**src/rtl/gpr_dbg_pkg.sv**
```systemverilog
// Shared types and constants for the debug-side GPR access block.
// Holds the FSM state encoding, register index width and the x0 index.
// The READBACK state only exists when GPR_DBG_READBACK_EN is defined.
package gpr_dbg_pkg;

  localparam int REG_ADDR_W = 5;
  localparam logic [REG_ADDR_W-1:0] X0_ADDR = '0;

  // Explicit encodings keep RESP at the same value in both builds.
  typedef enum logic [2:0] {
    ST_IDLE     = 3'd0,
    ST_HALT     = 3'd1,
    ST_ACCESS   = 3'd2,
`ifdef GPR_DBG_READBACK_EN
    ST_READBACK = 3'd3,
`endif
    ST_RESP     = 3'd4
  } gpr_dbg_state_e;

  // x0 is hardwired to zero in the register file.
  function automatic logic is_x0(input logic [REG_ADDR_W-1:0] addr);
    return addr == X0_ADDR;
  endfunction

endpackage

```
**src/rtl/gpr_debug_access.sv**
```systemverilog
// Debug initiator: halts the core and performs one GPR read or write per request.
// Latency: response 3 cycles after the request handshake (4 with GPR_DBG_READBACK_EN), plus halt wait.
// Backpressure: one request in flight; the response holds until dbg_rsp_ready_i, no new request before then.
module gpr_debug_access
  import gpr_dbg_pkg::*;
#(
  parameter int XLEN         = 32,
  parameter int HALT_TIMEOUT = 255
) (
  input  logic                  clk,
  input  logic                  reset,
  // debug request channel
  input  logic                  dbg_req_valid_i,
  output logic                  dbg_req_ready_o,
  input  logic                  dbg_req_write_i,
  input  logic [REG_ADDR_W-1:0] dbg_req_addr_i,
  input  logic [XLEN-1:0]       dbg_req_wdata_i,
  // debug response channel
  output logic                  dbg_rsp_valid_o,
  input  logic                  dbg_rsp_ready_i,
  output logic [XLEN-1:0]       dbg_rsp_rdata_o,
  output logic                  dbg_rsp_err_o,
  // core halt handshake
  output logic                  core_halt_req_o,
  input  logic                  core_halted_i,
  // register-file ports
  output logic [REG_ADDR_W-1:0] rf_rs1_addr_o,
  input  logic [XLEN-1:0]       rf_rs1_data_i,
  output logic [REG_ADDR_W-1:0] rf_rd_addr_o,
  output logic                  rf_wr_en_o,
  output logic [XLEN-1:0]       rf_wr_data_o
);

  // Counter only needs to reach HALT_TIMEOUT; it never counts past it.
  localparam int CNT_W = (HALT_TIMEOUT > 0) ? $clog2(HALT_TIMEOUT + 1) : 1;
  localparam logic [CNT_W-1:0] CNT_MAX = CNT_W'(HALT_TIMEOUT);

  gpr_dbg_state_e        state_q, state_d;
  logic [CNT_W-1:0]      cnt_q, cnt_d;
  logic                  write_q, write_d;
  logic [REG_ADDR_W-1:0] addr_q, addr_d;
  logic [XLEN-1:0]       wdata_q, wdata_d;
  logic [XLEN-1:0]       rdata_q, rdata_d;
  logic                  err_q, err_d;

  logic req_fire;
  logic in_access;
  logic acc_err;

  assign dbg_req_ready_o = (state_q == ST_IDLE) && !reset;
  assign req_fire        = dbg_req_valid_i && dbg_req_ready_o;
  assign in_access       = (state_q == ST_ACCESS);

  // Losing the halt mid-access or targeting x0 with a write aborts the access.
  assign acc_err = !core_halted_i || (write_q && is_x0(addr_q));

  // Next-state logic for the request FSM, halt timeout and response capture.
  always_comb begin
    state_d = state_q;
    cnt_d   = cnt_q;
    write_d = write_q;
    addr_d  = addr_q;
    wdata_d = wdata_q;
    rdata_d = rdata_q;
    err_d   = err_q;

    case (state_q)
      ST_IDLE: begin
        if (req_fire) begin
          write_d = dbg_req_write_i;
          addr_d  = dbg_req_addr_i;
          wdata_d = dbg_req_wdata_i;
          cnt_d   = '0;
          rdata_d = '0;
          err_d   = 1'b0;
          state_d = ST_HALT;
        end
      end

      ST_HALT: begin
        if (core_halted_i) begin
          state_d = ST_ACCESS;
        end else if (cnt_q == CNT_MAX) begin
          // Core never halted: fail without touching the register file.
          err_d   = 1'b1;
          rdata_d = '0;
          state_d = ST_RESP;
        end else begin
          cnt_d = cnt_q + CNT_W'(1);
        end
      end

      ST_ACCESS: begin
        err_d = acc_err;
        // Reads of x0 return zero regardless of what the port returns.
        if (acc_err || write_q || is_x0(addr_q)) begin
          rdata_d = '0;
        end else begin
          rdata_d = rf_rs1_data_i;
        end
`ifdef GPR_DBG_READBACK_EN
        if (write_q && !acc_err) begin
          state_d = ST_READBACK;
        end else begin
          state_d = ST_RESP;
        end
`else
        state_d = ST_RESP;
`endif
      end

`ifdef GPR_DBG_READBACK_EN
      ST_READBACK: begin
        // The write committed at the end of ACCESS, so the port now shows the new value.
        rdata_d = rf_rs1_data_i;
        err_d   = (rf_rs1_data_i != wdata_q) || !core_halted_i;
        state_d = ST_RESP;
      end
`endif

      ST_RESP: begin
        if (dbg_rsp_ready_i) begin
          state_d = ST_IDLE;
        end
      end

      default: begin
        state_d = ST_IDLE;
      end
    endcase
  end

  // State and datapath registers; reset abandons any in-flight request.
  always_ff @(posedge clk or posedge reset) begin
    if (reset) begin
      state_q <= ST_IDLE;
      cnt_q   <= '0;
      write_q <= 1'b0;
      addr_q  <= '0;
      wdata_q <= '0;
      rdata_q <= '0;
      err_q   <= 1'b0;
    end else begin
      state_q <= state_d;
      cnt_q   <= cnt_d;
      write_q <= write_d;
      addr_q  <= addr_d;
      wdata_q <= wdata_d;
      rdata_q <= rdata_d;
      err_q   <= err_d;
    end
  end

  // Register-file port drive: quiet (all zero) outside the access cycles.
  always_comb begin
    rf_wr_en_o    = 1'b0;
    rf_rd_addr_o  = '0;
    rf_wr_data_o  = '0;
    rf_rs1_addr_o = '0;
    if (in_access && write_q) begin
      rf_wr_en_o   = core_halted_i && !is_x0(addr_q);
      rf_rd_addr_o = addr_q;
      rf_wr_data_o = wdata_q;
    end
    if (in_access && !write_q) begin
      rf_rs1_addr_o = addr_q;
    end
`ifdef GPR_DBG_READBACK_EN
    if (state_q == ST_READBACK) begin
      rf_rs1_addr_o = addr_q;
    end
`endif
  end

  assign core_halt_req_o = (state_q != ST_IDLE);
  assign dbg_rsp_valid_o = (state_q == ST_RESP);
  assign dbg_rsp_rdata_o = rdata_q;
  assign dbg_rsp_err_o   = err_q;

`ifndef SYNTHESIS
  // A write strobe outside ACCESS would corrupt the core's registers.
  a_wr_only_in_access: assert property (@(posedge clk) disable iff (reset)
    rf_wr_en_o |-> (state_q == ST_ACCESS));

  // Requests and responses never overlap.
  a_one_outstanding: assert property (@(posedge clk) disable iff (reset)
    dbg_rsp_valid_o |-> !dbg_req_ready_o);
`endif

endmodule

```
**config.mk**
```make
export PLATFORM = sky130hd
export DESIGN_NAME = gpr_debug_access
export DESIGN_NICKNAME = d
export VERILOG_FILES = /design/src/rtl/gpr_dbg_pkg.sv /design/src/rtl/gpr_debug_access.sv
export SDC_FILE = /design/constraint.sdc
export NUM_CORES = 1
export LEC_CHECK = 0
export CAP_MARGIN = 20
export CORE_ASPECT_RATIO = 2
export CORE_MARGIN = 5
export CORE_UTILIZATION = 40
export CTS_CLUSTER_SIZE = 40
export DETAILED_ROUTE_END_ITERATION = 7
export DONT_BUFFER_PORTS = 1
export RECOVER_POWER = 50
export SLEW_MARGIN = 20
export SYNTH_ARGS = -nofsm -noshare
export SYNTH_HDL_FRONTEND = slang
export SYNTH_SLANG_ARGS = --single-unit
```
**constraint.sdc**
```tcl
create_clock -name clk -period 2.9 [get_ports clk]
set_input_delay 0.29 -clock clk [delete_from_list [all_inputs] [get_ports clk]]
set_output_delay 0.29 -clock clk [all_outputs]
set_load 0.05 [all_outputs]
```
==> results.rst <==
.. list-table::
   :header-rows: 1

   * - Metric
     - Value
   * - DRC errors left
     - 0
   * - Leakage
     - 1.78 nW
   * - Classification of the worst setup path
     - flop to output port
   * - Cell-internal power
     - 2.70 mW
   * - Synthesis Warnings
     - 0
   * - Endpoint type of the worst setup path
     - output port
   * - Power Dens Cells
     - 1120 nW/um^2
   * - Maximum clock frequency
     - 399 MHz
   * - Total routing resource utilization after global routing
     - 15.1%
   * - Global-route wire length before repair
     - 13.1 mm
   * - Via count of the first global-routing pass
     - 2,377
   * - Starting utilization of the core area
     - 40.3%
   * - Number of synthesized register bits
     - 82
   * - Post-route ant nets
     - 0
   * - Area of the placeable core
     - 8890 um^2
   * - Met2 layer usage reported by global route
     - 24.7%
   * - Placed wire-length estimate
     - 6.07 mm
   * - Final setup violation count
     - 0
   * - Violated checks
     - max-capacitance violations, max-slew violations
   * - Count of maximum capacitance violations
     - 2
   * - Least-Margin Pin Slew
     - 1.70 ns
   * - Cells traversed along the worst timing path
     - nor3b_1
   * - Worst-Skew Late Latency
     - 0.34 ns
   * - Syn_nets
     - 357
   * - Die X-Extent
     - 76.9 um
   * - Final Max Tran Viols
     - 39
   * - Worst setup SP type
     - flop
   * - Row Count
     - 49
   * - Layout-stage area growth over the synthesis result
     - 11.1%
   * - Vias after detailed routing
     - 2,255
   * - Hold crit path type
     - input pin to flop
   * - Total number of nets in the final design
     - 358
   * - H-tree depth reported by CTS
     - 3
   * - Time the worst path needs with I/O delays and setup
     - 2.50 ns
   * - Die Footprint
     - 11,100 um^2
   * - Portion of the post-synthesis area used by sequential elements
     - 57.3%
   * - Total negative setup slack
     - 0 ns
   * - Unrepaired setup endpoints after global routing
     - false
   * - Post-synthesis area per instance
     - 12.7 um^2
   * - Global routing met3 resource utilization
     - 6.02%
   * - Portion of total power attributed to the clock network
     - 26.6%
   * - Sum of routed wire length over all layers
     - 8.26 mm
   * - TritonCTS clock tree
     - yes
   * - Total clock sinks
     - 82
   * - WP buf/inv
     - 0
   * - Chip Height
     - 144 um
   * - Number of antenna violations at the first check in global routing
     - 0
   * - Met1 capacity usage during global routing
     - 17.1%
   * - Number of CTS-inserted buffers
     - 9
   * - Final core occ
     - 44.8%
   * - Most frequent cells in the layout
     - dfrtp_1 (82), and2_1 (42), mux2_2 (38), a22o_1 (29), clkbuf_16 (9)
   * - Outcome
     - complete, but fails checks
   * - Initial DRC count
     - 78
   * - Synth Cell Area
     - 3580 um^2
   * - Worst Path Arrival
     - 2.21 ns
   * - Post-synth cell types
     - 37
   * - Skew final
     - 0.00539 ns
   * - Final Cycle Share
     - 86.4%
   * - Root Driver
     - clkbuf_16
   * - Worst slew margin
     - -13.8%
   * - Maximum count of clock buffers along a single path
     - 2
   * - Number of buffer cells added on primary ports
     - 0
   * - Dominant delay contributor by cell family on the critical path
     - simple AND/OR/NAND/NOR gates
   * - Relative contribution of combinational cells to total power
     - 23.3%
   * - 1st-pass router iterations
     - 4
   * - Sum of overflow across all layers after global routing
     - 0
   * - I/O pin total
     - 154
   * - Hold violation count in the final report
     - 0
   * - Clock-pin slew on the worst setup and hold paths
     - 0.06 ns
   * - Number of placed instances, taps included
     - 372
   * - Wirelength per Cell
     - 21.2 um
   * - Count of mapped cells out of synthesis
     - 281
   * - Crit path max fanout
     - 9
   * - Overall power of the completed layout
     - 4.44 mW
   * - Switching pwr
     - 1.74 mW
   * - Switching share of total power
     - 39.2%
   * - Peak ir drop on the vdd network
     - 0.465 mV
   * - Critical Path RT
     - 2.61 ns
   * - Layout cells sized above 1
     - 25.4%
   * - Maximum number of pins on one net before global-route repair
     - 47
   * - Crit-path max cell delay
     - 1.37 ns
   * - Routability Congestion
     - 0.751
   * - Vias per cell
     - 5.80
   * - Antenna cells
     - 0
   * - Layer carrying the most global-route usage
     - met2
   * - Most common cell after layout, fill and taps aside
     - dfrtp_1
   * - Slowest stage cell, crit path
     - nor3b_1
   * - Final standard cell count with taps included and fillers excluded
     - 389
   * - Share of total power in sequential cells
     - 50.1%
-- synth_stat cells --
cell,number,area share [%]
a21oi_1,4,0.56
a22o_1,29,7.1
a22o_2,3,0.84
a31oi_1,4,0.70
a41oi_1,2,0.49
and2_1,43,7.5
and2b_2,1,0.24
and3_1,1,0.17
and4_1,1,0.24
buf_2,5,0.70
buf_4,1,0.21
buf_6,6,1.9
clkbuf_1,5,0.52
dfrtp_1,82,57
ha_1,1,0.35
inv_1,9,0.94
mux2_2,38,12
nand2_1,5,0.52
nand2b_1,3,0.52
nand3_1,4,0.56
nand4_1,2,0.35
nor2_1,3,0.31
nor2b_1,2,0.35
nor3_1,4,0.56
nor3b_1,2,0.42
nor4_1,1,0.17
o211ai_1,4,0.84
o21ai_0,6,0.84
o21ai_2,1,0.24
o2bb2ai_1,1,0.24
o31ai_1,1,0.21
o41a_1,1,0.31
o41a_4,1,0.59
or3_2,2,0.42
or4_1,1,0.21
or4_2,1,0.24
or4b_4,1,0.38
-- kinds of logic after synthesis --
family,Yosys count,synth area share (%)
multiplexers,38,11.9
flip-flops,82,57.3
AND/OR/NAND/NOR,77,13.2
AO/OA/AOI/OAI,57,13.0
buffers and inverters,26,4.26
adder cells (fa/ha/maj),1,0.349
-- routing by layer --
metal,vias to the layer above,routed length (um)
li1,1013,-
met1,1132,3010
met2,96,4420
met3,14,618
met4,0,212
met5,-,0
-- layout make-up --
| cell class | count | area, um^2 |
|---|---|---|
| clock buffer | 10 | 239 |
| sequential | 82 | 2050 |
| timing repair buffer | 7 | 67.6 |
| fill | 815 | 4910 |
| inverter | 9 | 35.0 |
| multi-input combinational | 173 | 1390 |
| tap | 102 | 128 |
| clock inverter | 6 | 72.6 |
-- sequential cells by signal, indices dropped and copies added (netlist names) --
register	flops
cnt_q	8
dbg_rsp_rdata_o	32
state_q	3
addr_q	5
dbg_rsp_err_o	1
wdata_q	32
write_q	1
-- what timing repair did --
item,CTS,global route
endpoints found under the hold margin,36,0
buffers inserted,0,0
gates resized for setup,0,0
hold buffers,1,0
-- metrics by stage --
stage | cell area (um^2) | hold WS [ns] | setup WS, ns
after floorplan | 3580 | 0.419 | 0.502
after global placement | 3660 | 0.276 | 0.621
after detailed placement | 3660 | 0.292 | 0.548
after CTS | 3990 | 0.0796 | 0.534
after global routing | 3980 | 0.0733 | 0.315
final | 3980 | 0.0888 | 0.395
-- path summary, 6_finish.rpt --
kind	from	to	slack, ns	cells after the start
max in group asynchronous	reset	dbg_rsp_rdata_o[16]	1.24	3
worst min register to register	wdata_q[29]	wdata_q[29]	0.49	1
worst min-delay path	rf_rs1_data_i[27]	dbg_rsp_rdata_o[27]	0.09	1
min in group asynchronous	reset	wdata_q[27]	0.81	2
worst max register to register	state_q[2]	cnt_q[7]	0.45	5
worst max-delay path	state_q[2]	dbg_rsp_valid_o	0.40	1
-- power by group through the flow --
stage | Combinational, mW | Clock, mW | Sequential [mW]
final | 1.04 | 1.18 | 2.22
after global routing | 1.13 | 1.26 | 2.28
after CTS | 1.05 | 1.21 | 2.23
after detailed placement | 1.05 | 0 | 2.24
after global placement | 1.02 | 0 | 2.23
after floorplan | 0.963 | 0 | 2.13
Power figures use the tool's default switching activity.
